File: src/rtl/alu_if.sv
// Execute-stage to ALU bundle: operands and op select in, combinational result and flags out.
// The master is the execute stage; the ALU is the slave.
interface alu_if;
  logic [2:0]  opcode;
  logic [3:0]  alu_op;
  logic [15:0] lhs;
  logic [15:0] rhs;
  logic        bubble_in;
  logic [15:0] alu_rslt;
  logic [3:0]  flags;

  modport master (
    output opcode, alu_op, lhs, rhs, bubble_in,
    input  alu_rslt, flags
  );

  modport slave (
    input  opcode, alu_op, lhs, rhs, bubble_in,
    output alu_rslt, flags
  );
endinterface

File: src/rtl/alu.sv
// 16-bit execute-stage ALU: alu_rslt is combinational (0 cycles), flags {V,N,Z,C} land 1 cycle later.
// No backpressure: every cycle is accepted and bubbles simply leave the flags untouched.
module alu (
  input  logic  clk,
  input  logic  rst,
  alu_if.slave  bus
);

  logic [3:0]  flags_q, flags_d;
  logic [15:0] rslt;
  logic        c_out, v_out;
  logic        is_alu;

  logic        sub_sel;
  logic        arith_cin;
  logic [15:0] op_b;
  logic [16:0] sum;
  logic        arith_v;
  logic [3:0]  amt;
  logic [16:0] shl_w, shr_w, sar_w;
  logic [15:0] rol_w, ror_w;

  assign is_alu = (bus.opcode[2:1] == 2'b00);
  assign amt    = bus.rhs[3:0];

  // Subtraction is lhs + ~rhs + cin; ADDC/SUBB take the carry held from the previous flag update.
  assign sub_sel   = (bus.alu_op == 4'd2) || (bus.alu_op == 4'd3);
  assign op_b      = sub_sel ? ~bus.rhs : bus.rhs;
  assign arith_cin = bus.alu_op[0] ? flags_q[0] : bus.alu_op[1];
  assign sum       = {1'b0, bus.lhs} + {1'b0, op_b} + {16'b0, arith_cin};
  assign arith_v   = (bus.lhs[15] == op_b[15]) && (sum[15] != bus.lhs[15]);

  // One extra bit beside each shift catches the last bit shifted out; it is zero for amount 0.
  assign shl_w = {1'b0, bus.lhs} << amt;
  assign shr_w = {bus.lhs, 1'b0} >> amt;
  assign sar_w = $signed({bus.lhs, 1'b0}) >>> amt;
  assign rol_w = (bus.lhs << amt) | (bus.lhs >> (5'd16 - {1'b0, amt}));
  assign ror_w = (bus.lhs >> amt) | (bus.lhs << (5'd16 - {1'b0, amt}));

  always_comb begin
    rslt  = bus.lhs + bus.rhs;
    c_out = 1'b0;
    v_out = 1'b0;
    if (is_alu) begin
      case (bus.alu_op)
        4'd0, 4'd1, 4'd2, 4'd3: begin
          rslt  = sum[15:0];
          c_out = sum[16];
          v_out = arith_v;
        end
        4'd4:  rslt = bus.lhs & bus.rhs;
        4'd5:  rslt = bus.lhs | bus.rhs;
        4'd6:  rslt = bus.lhs ^ bus.rhs;
        4'd7:  rslt = ~bus.rhs;
        4'd8: begin
          rslt  = shl_w[15:0];
          c_out = shl_w[16];
        end
        4'd9: begin
          rslt  = shr_w[16:1];
          c_out = shr_w[0];
        end
        4'd10: begin
          rslt  = sar_w[16:1];
          c_out = sar_w[0];
        end
        4'd11: begin
          rslt  = rol_w;
          c_out = (amt != 4'd0) && rol_w[0];
        end
        4'd12: begin
          rslt  = ror_w;
          c_out = (amt != 4'd0) && ror_w[15];
        end
        4'd13: rslt = bus.lhs * bus.rhs;
        4'd14: rslt = bus.rhs;
        default: rslt = bus.lhs;
      endcase
    end else if (bus.opcode == 3'b011) begin
      rslt = bus.lhs;
    end
  end

  always_comb begin
    flags_d = flags_q;
    if (!bus.bubble_in && is_alu) begin
      flags_d = {v_out, rslt[15], (rslt == 16'h0000), c_out};
    end
  end

  always_ff @(posedge clk) begin
    if (rst) begin
      flags_q <= 4'b0000;
    end else begin
      flags_q <= flags_d;
    end
  end

  assign bus.alu_rslt = rslt;
  assign bus.flags    = flags_q;

endmodule

File: src/flat_wrapper.sv
// flat-port wrapper written by rule: the top's interface ports become plain ports
module alu_flat 
  (clk, rst, bus_opcode, bus_alu_op, bus_lhs, bus_rhs, bus_bubble_in, bus_alu_rslt, bus_flags);
  alu_if bus_i ();
  input  logic clk;
  input  logic rst;
  input wire logic [$bits(bus_i.opcode)-1:0] bus_opcode;
  input wire logic [$bits(bus_i.alu_op)-1:0] bus_alu_op;
  input wire logic [$bits(bus_i.lhs)-1:0] bus_lhs;
  input wire logic [$bits(bus_i.rhs)-1:0] bus_rhs;
  input wire logic [$bits(bus_i.bubble_in)-1:0] bus_bubble_in;
  output wire logic [$bits(bus_i.alu_rslt)-1:0] bus_alu_rslt;
  output wire logic [$bits(bus_i.flags)-1:0] bus_flags;
  assign bus_i.opcode = bus_opcode;
  assign bus_i.alu_op = bus_alu_op;
  assign bus_i.lhs = bus_lhs;
  assign bus_i.rhs = bus_rhs;
  assign bus_i.bubble_in = bus_bubble_in;
  assign bus_alu_rslt = bus_i.alu_rslt;
  assign bus_flags = bus_i.flags;
  alu u_core (.clk(clk), .rst(rst), .bus(bus_i));
endmodule
File: config.mk
export PLATFORM = sky130hd
export DESIGN_NAME = alu_flat
export DESIGN_NICKNAME = d
export VERILOG_FILES = /design/src/rtl/alu_if.sv /design/src/rtl/alu.sv /design/src/flat_wrapper.sv
export SDC_FILE = /design/constraint.sdc
export NUM_CORES = 1
export LEC_CHECK = 0
export ABC_CLOCK_PERIOD_IN_PS = 8300
export CAP_MARGIN = 40
export CELL_PAD_IN_SITES_DETAIL_PLACEMENT = 1
export CELL_PAD_IN_SITES_GLOBAL_PLACEMENT = 1
export CORE_MARGIN = 5
export CORE_UTILIZATION = 30
export DETAILED_ROUTE_END_ITERATION = 16
export GPL_TIMING_DRIVEN = 0
export PLACE_DENSITY_LB_ADDON = 0.1
export SLEW_MARGIN = 20
export SYNTH_ARGS = -nofsm -noshare
export SYNTH_HDL_FRONTEND = slang
export SYNTH_SLANG_ARGS = --single-unit
File: constraint.sdc
create_clock -name clk -period 8.3 [get_ports clk]
set_input_delay 1.245 -clock clk [delete_from_list [all_inputs] [get_ports clk]]
set_output_delay 1.245 -clock clk [all_outputs]
set_load 0.03 [all_outputs]
==> impl_metrics.ini <==
[synthesis]
seq_area_frac_synth_pct = 0.751
synth-edff-count = 0
synth_warnings = 0
syn_area_um2 = 10700
yosys.area.top_type = fa_1
ys_ff_latch = 4
syn_nets = 1623
synth_area_leaders = fa_1 (15%), ha_1 (12%), mux4_2 (8.5%), inv_1 (6.0%), nand2_1 (5.4%)
syn_avg_cell_area_um2 = 7.62
synth_cell_type_count = 90
yosysTopAreaCellShare_pct = 15.4
synthFlopType = dfxtp_1
async_flop_share_pct = 0
synthCells = 1399

[sta]
skew_ns = 0.00237
fin_crit_ns = 8.17
report.final.hold_viol_count = 0
drv_slew = 0
setup_viol = 0
hold_ws_ns = 0.509
fmaxAchievable_ghz = 0.122
period_share_pct = 98.4
slew_headroom_pct = 38.6
tightest_slew_ns = 0.895

[floorplanning]
fp.dieArea_um2 = 39400
core_area_um2 = 35300
fp.dieW_um = 199
initial_core_util_pct = 30.2
fp.dieH_um = 199
ioPinCount = 62
core.rowCount = 69

[drt]
wirelength_mm = 63.9
via_count = 12400
avgRoutedWirePerCell_um = 32.5
ant_nets = 0
viasPerCell = 6.30
drc = 0
firstDrtPassIters = 5
drtIter0Drc = 1668

[place]
place_area_um2 = 12000
gp_congestion = 1.06
dp.cells = 1931
hpwlAfterDp_mm = 50.9
portBuffers = 58

[cts]
cts_made_buffers = 3
clockRootBuffer = clkbuf_16
cts_tree = done
cts.reportedPaths.clkPinSlew_ns = 0.03
clkSinkCount = 4
clock_path_buffers = 2
htree_levels = 1
clock_latency_ns = 0.23
hold_buffers = 0

[power_and_ir_drop]
p_sw_mw = 1.52
ir_worst_vdd_v = 0.000288
pwr-share-comb_pct = 96.3
cellPowerDensity_nw_per_um2 = 204
seq_power_share_pct = 0.8
switching_share_pct = 57.3
clockPowerShare_pct = 3.0
internal_power_mw = 1.13
power_leakage_nw = 5.53

[cells_and_area]
nFillCells = 4247
fin_cells = 1965
layout.nets = 1730
seq_area_um2 = 80.1
drive_above_1_share_pct = 18.9
area_growth_pct = 21.8
final_cell_area_um2 = 13000
largest_reg_flops = 4
final_core_util_pct = 36.8
multi_input_area_um2 = 9700
diodes = 0

[global_routing]
grt_usage_pct = 31.5
grt_max_degree = 29
grt_pass1_wl_mm = 90.5
overflow = 0
grt_pass1_vias = 12300
antenna_found_initial = 1

[setup_path]
arrival_ns = 6.92
worst_setup_path_end_kind = output port
start_kind = primary input
required_ns = 7.05
critPathMaxFanout = 12
worstSetupPathType = primary input to output port

[run]
maxCapViolations = 0

[hold_path]
hold_class = flop to flop

[status]
status = finished clean
[placed cells by master (no fill, tap or decap), types with 10 or more instances in the layout]
| master | n |
|---|---|
| o22ai_1 | 16 |
| fa_1 | 81 |
| nand2_1 | 152 |
| a211oi_1 | 27 |
| nor2b_1 | 12 |
| o211ai_1 | 16 |
| a22oi_1 | 10 |
| clkdlybuf4s50_1 | 27 |
| buf_4 | 56 |
| o221ai_1 | 11 |
| mux2i_1 | 31 |
| a21o_1 | 10 |
| nor2_1 | 131 |
| a31oi_1 | 15 |
| a21oi_1 | 54 |
| buf_6 | 25 |
| o2111ai_1 | 12 |
| clkbuf_2 | 11 |
| nand3_1 | 18 |
| and2_1 | 13 |
| nor3_1 | 34 |
| inv_1 | 159 |
| xnor2_1 | 57 |
| mux4_2 | 40 |
| xor2_1 | 14 |
| clkbuf_1 | 19 |
| ha_1 | 90 |
| o21ai_0 | 44 |
| nand2b_1 | 12 |
| nor4_1 | 11 |
| buf_2 | 24 |
[what timing repair did]
item / CTS / global route
gates resized for setup: 230 / 78
setup buffers: 38 / 8
pin swaps: 20 / 15
endpoints found under the setup margin: 16 / 9
gates cloned: 1 / 2
[cell usage after synthesis (all sizes together), types with 13 or more instances]
cell / count
mux2: 13
and2: 14
nor2: 139
ha: 100
xor2: 17
nor4: 13
fa: 82
nand2: 152
nand3: 18
o22ai: 16
a21oi: 54
buf: 55
mux2i: 33
o21ai: 51
clkbuf: 49
inv: 170
a31oi: 19
xnor2: 62
a211oi: 30
o211ai: 16
mux4: 42
nor3: 36
[cells by family after synthesis]
| group | count (synthesis) | share of synthesized area, % |
|---|---|---|
| muxes | 88 | 13.6 |
| adders and majority gates | 182 | 27.1 |
| DFF | 4 | 0.751 |
| buffers and inverters | 280 | 11.0 |
| and+or+nand+nor | 441 | 19.0 |
| AOI/OAI and AO/OA | 324 | 21.7 |
| xor gates and xnor gates | 80 | 6.84 |
[final cells by class]
cell class	count	area share [%]
repair buffers	123	8.24
multi-input cells	1115	74.7
clock buffers	3	0.578
well taps	461	4.44
inverters	176	5.51
flip-flops and latches	4	0.617
plain buffers	83	5.88
[worst max-delay path, cell delays in order]
cell,delay (ns)
clkbuf_4,0.16
buf_8,0.17
buf_6,0.16
clkinvlp_4,0.15
nor2_1,0.08
fa_1,0.53
inv_1,0.05
fa_1,0.53
inv_1,0.04
ha_1,0.27
ha_1,0.31
fa_1,0.54
inv_1,0.05
fa_1,0.47
inv_1,0.04
ha_2,0.32
o21a_1,0.16
o21ai_1,0.09
a32oi_2,0.17
buf_4,0.16
a31oi_4,0.11
buf_4,0.16
xnor2_2,0.21
a221oi_1,0.15
nor3_2,0.31
buf_2,0.26
[per-layer routing]
layer,vias to the layer above,track usage [%],routed length [um]
li1,5161,-,-
met5,-,0,13
met4,2,11.7,3600
met1,6235,44.9,27200
met2,807,46.6,26300
met3,166,7.03,6880
[power by group through the flow]
stage               Clock (mW)  Combinational [mW]  Sequential, mW
detailed placement           0                2.13          0.0205
finish                  0.0788                2.56          0.0203
floorplan                    0                1.42          0.0214
CTS                     0.0794                2.51          0.0203
global route            0.0798                2.77          0.0203
global placement             0                2.11          0.0205
[per-stage QoR]
stage               power (mW)  TNS (ns)  setup slack (ns)
finish                    2.65         0             0.134
global route              2.87  -0.00498          -0.00498
CTS                       2.61         0           0.00556
detailed placement        2.15    -27.88             -2.94
global placement          2.13    -32.90             -3.19
floorplan                 1.44         0            0.0139
[worst paths after layout]
check	startpoint	endpoint	slack, ns	depth (start not counted)
max	bus_lhs[8]	bus_alu_rslt[13]	0.13	26
min	u_core.bus.flags[1]$_SDFFE_PP0P_	u_core.bus.flags[1]$_SDFFE_PP0P_	0.51	2
max reg2reg	u_core.bus.flags[0]$_SDFFE_PP0P_	u_core.bus.flags[1]$_SDFFE_PP0P_	3.51	12
min reg2reg	u_core.bus.flags[1]$_SDFFE_PP0P_	u_core.bus.flags[1]$_SDFFE_PP0P_	0.51	2
Note: power is estimated with default switching activity, not from simulation.
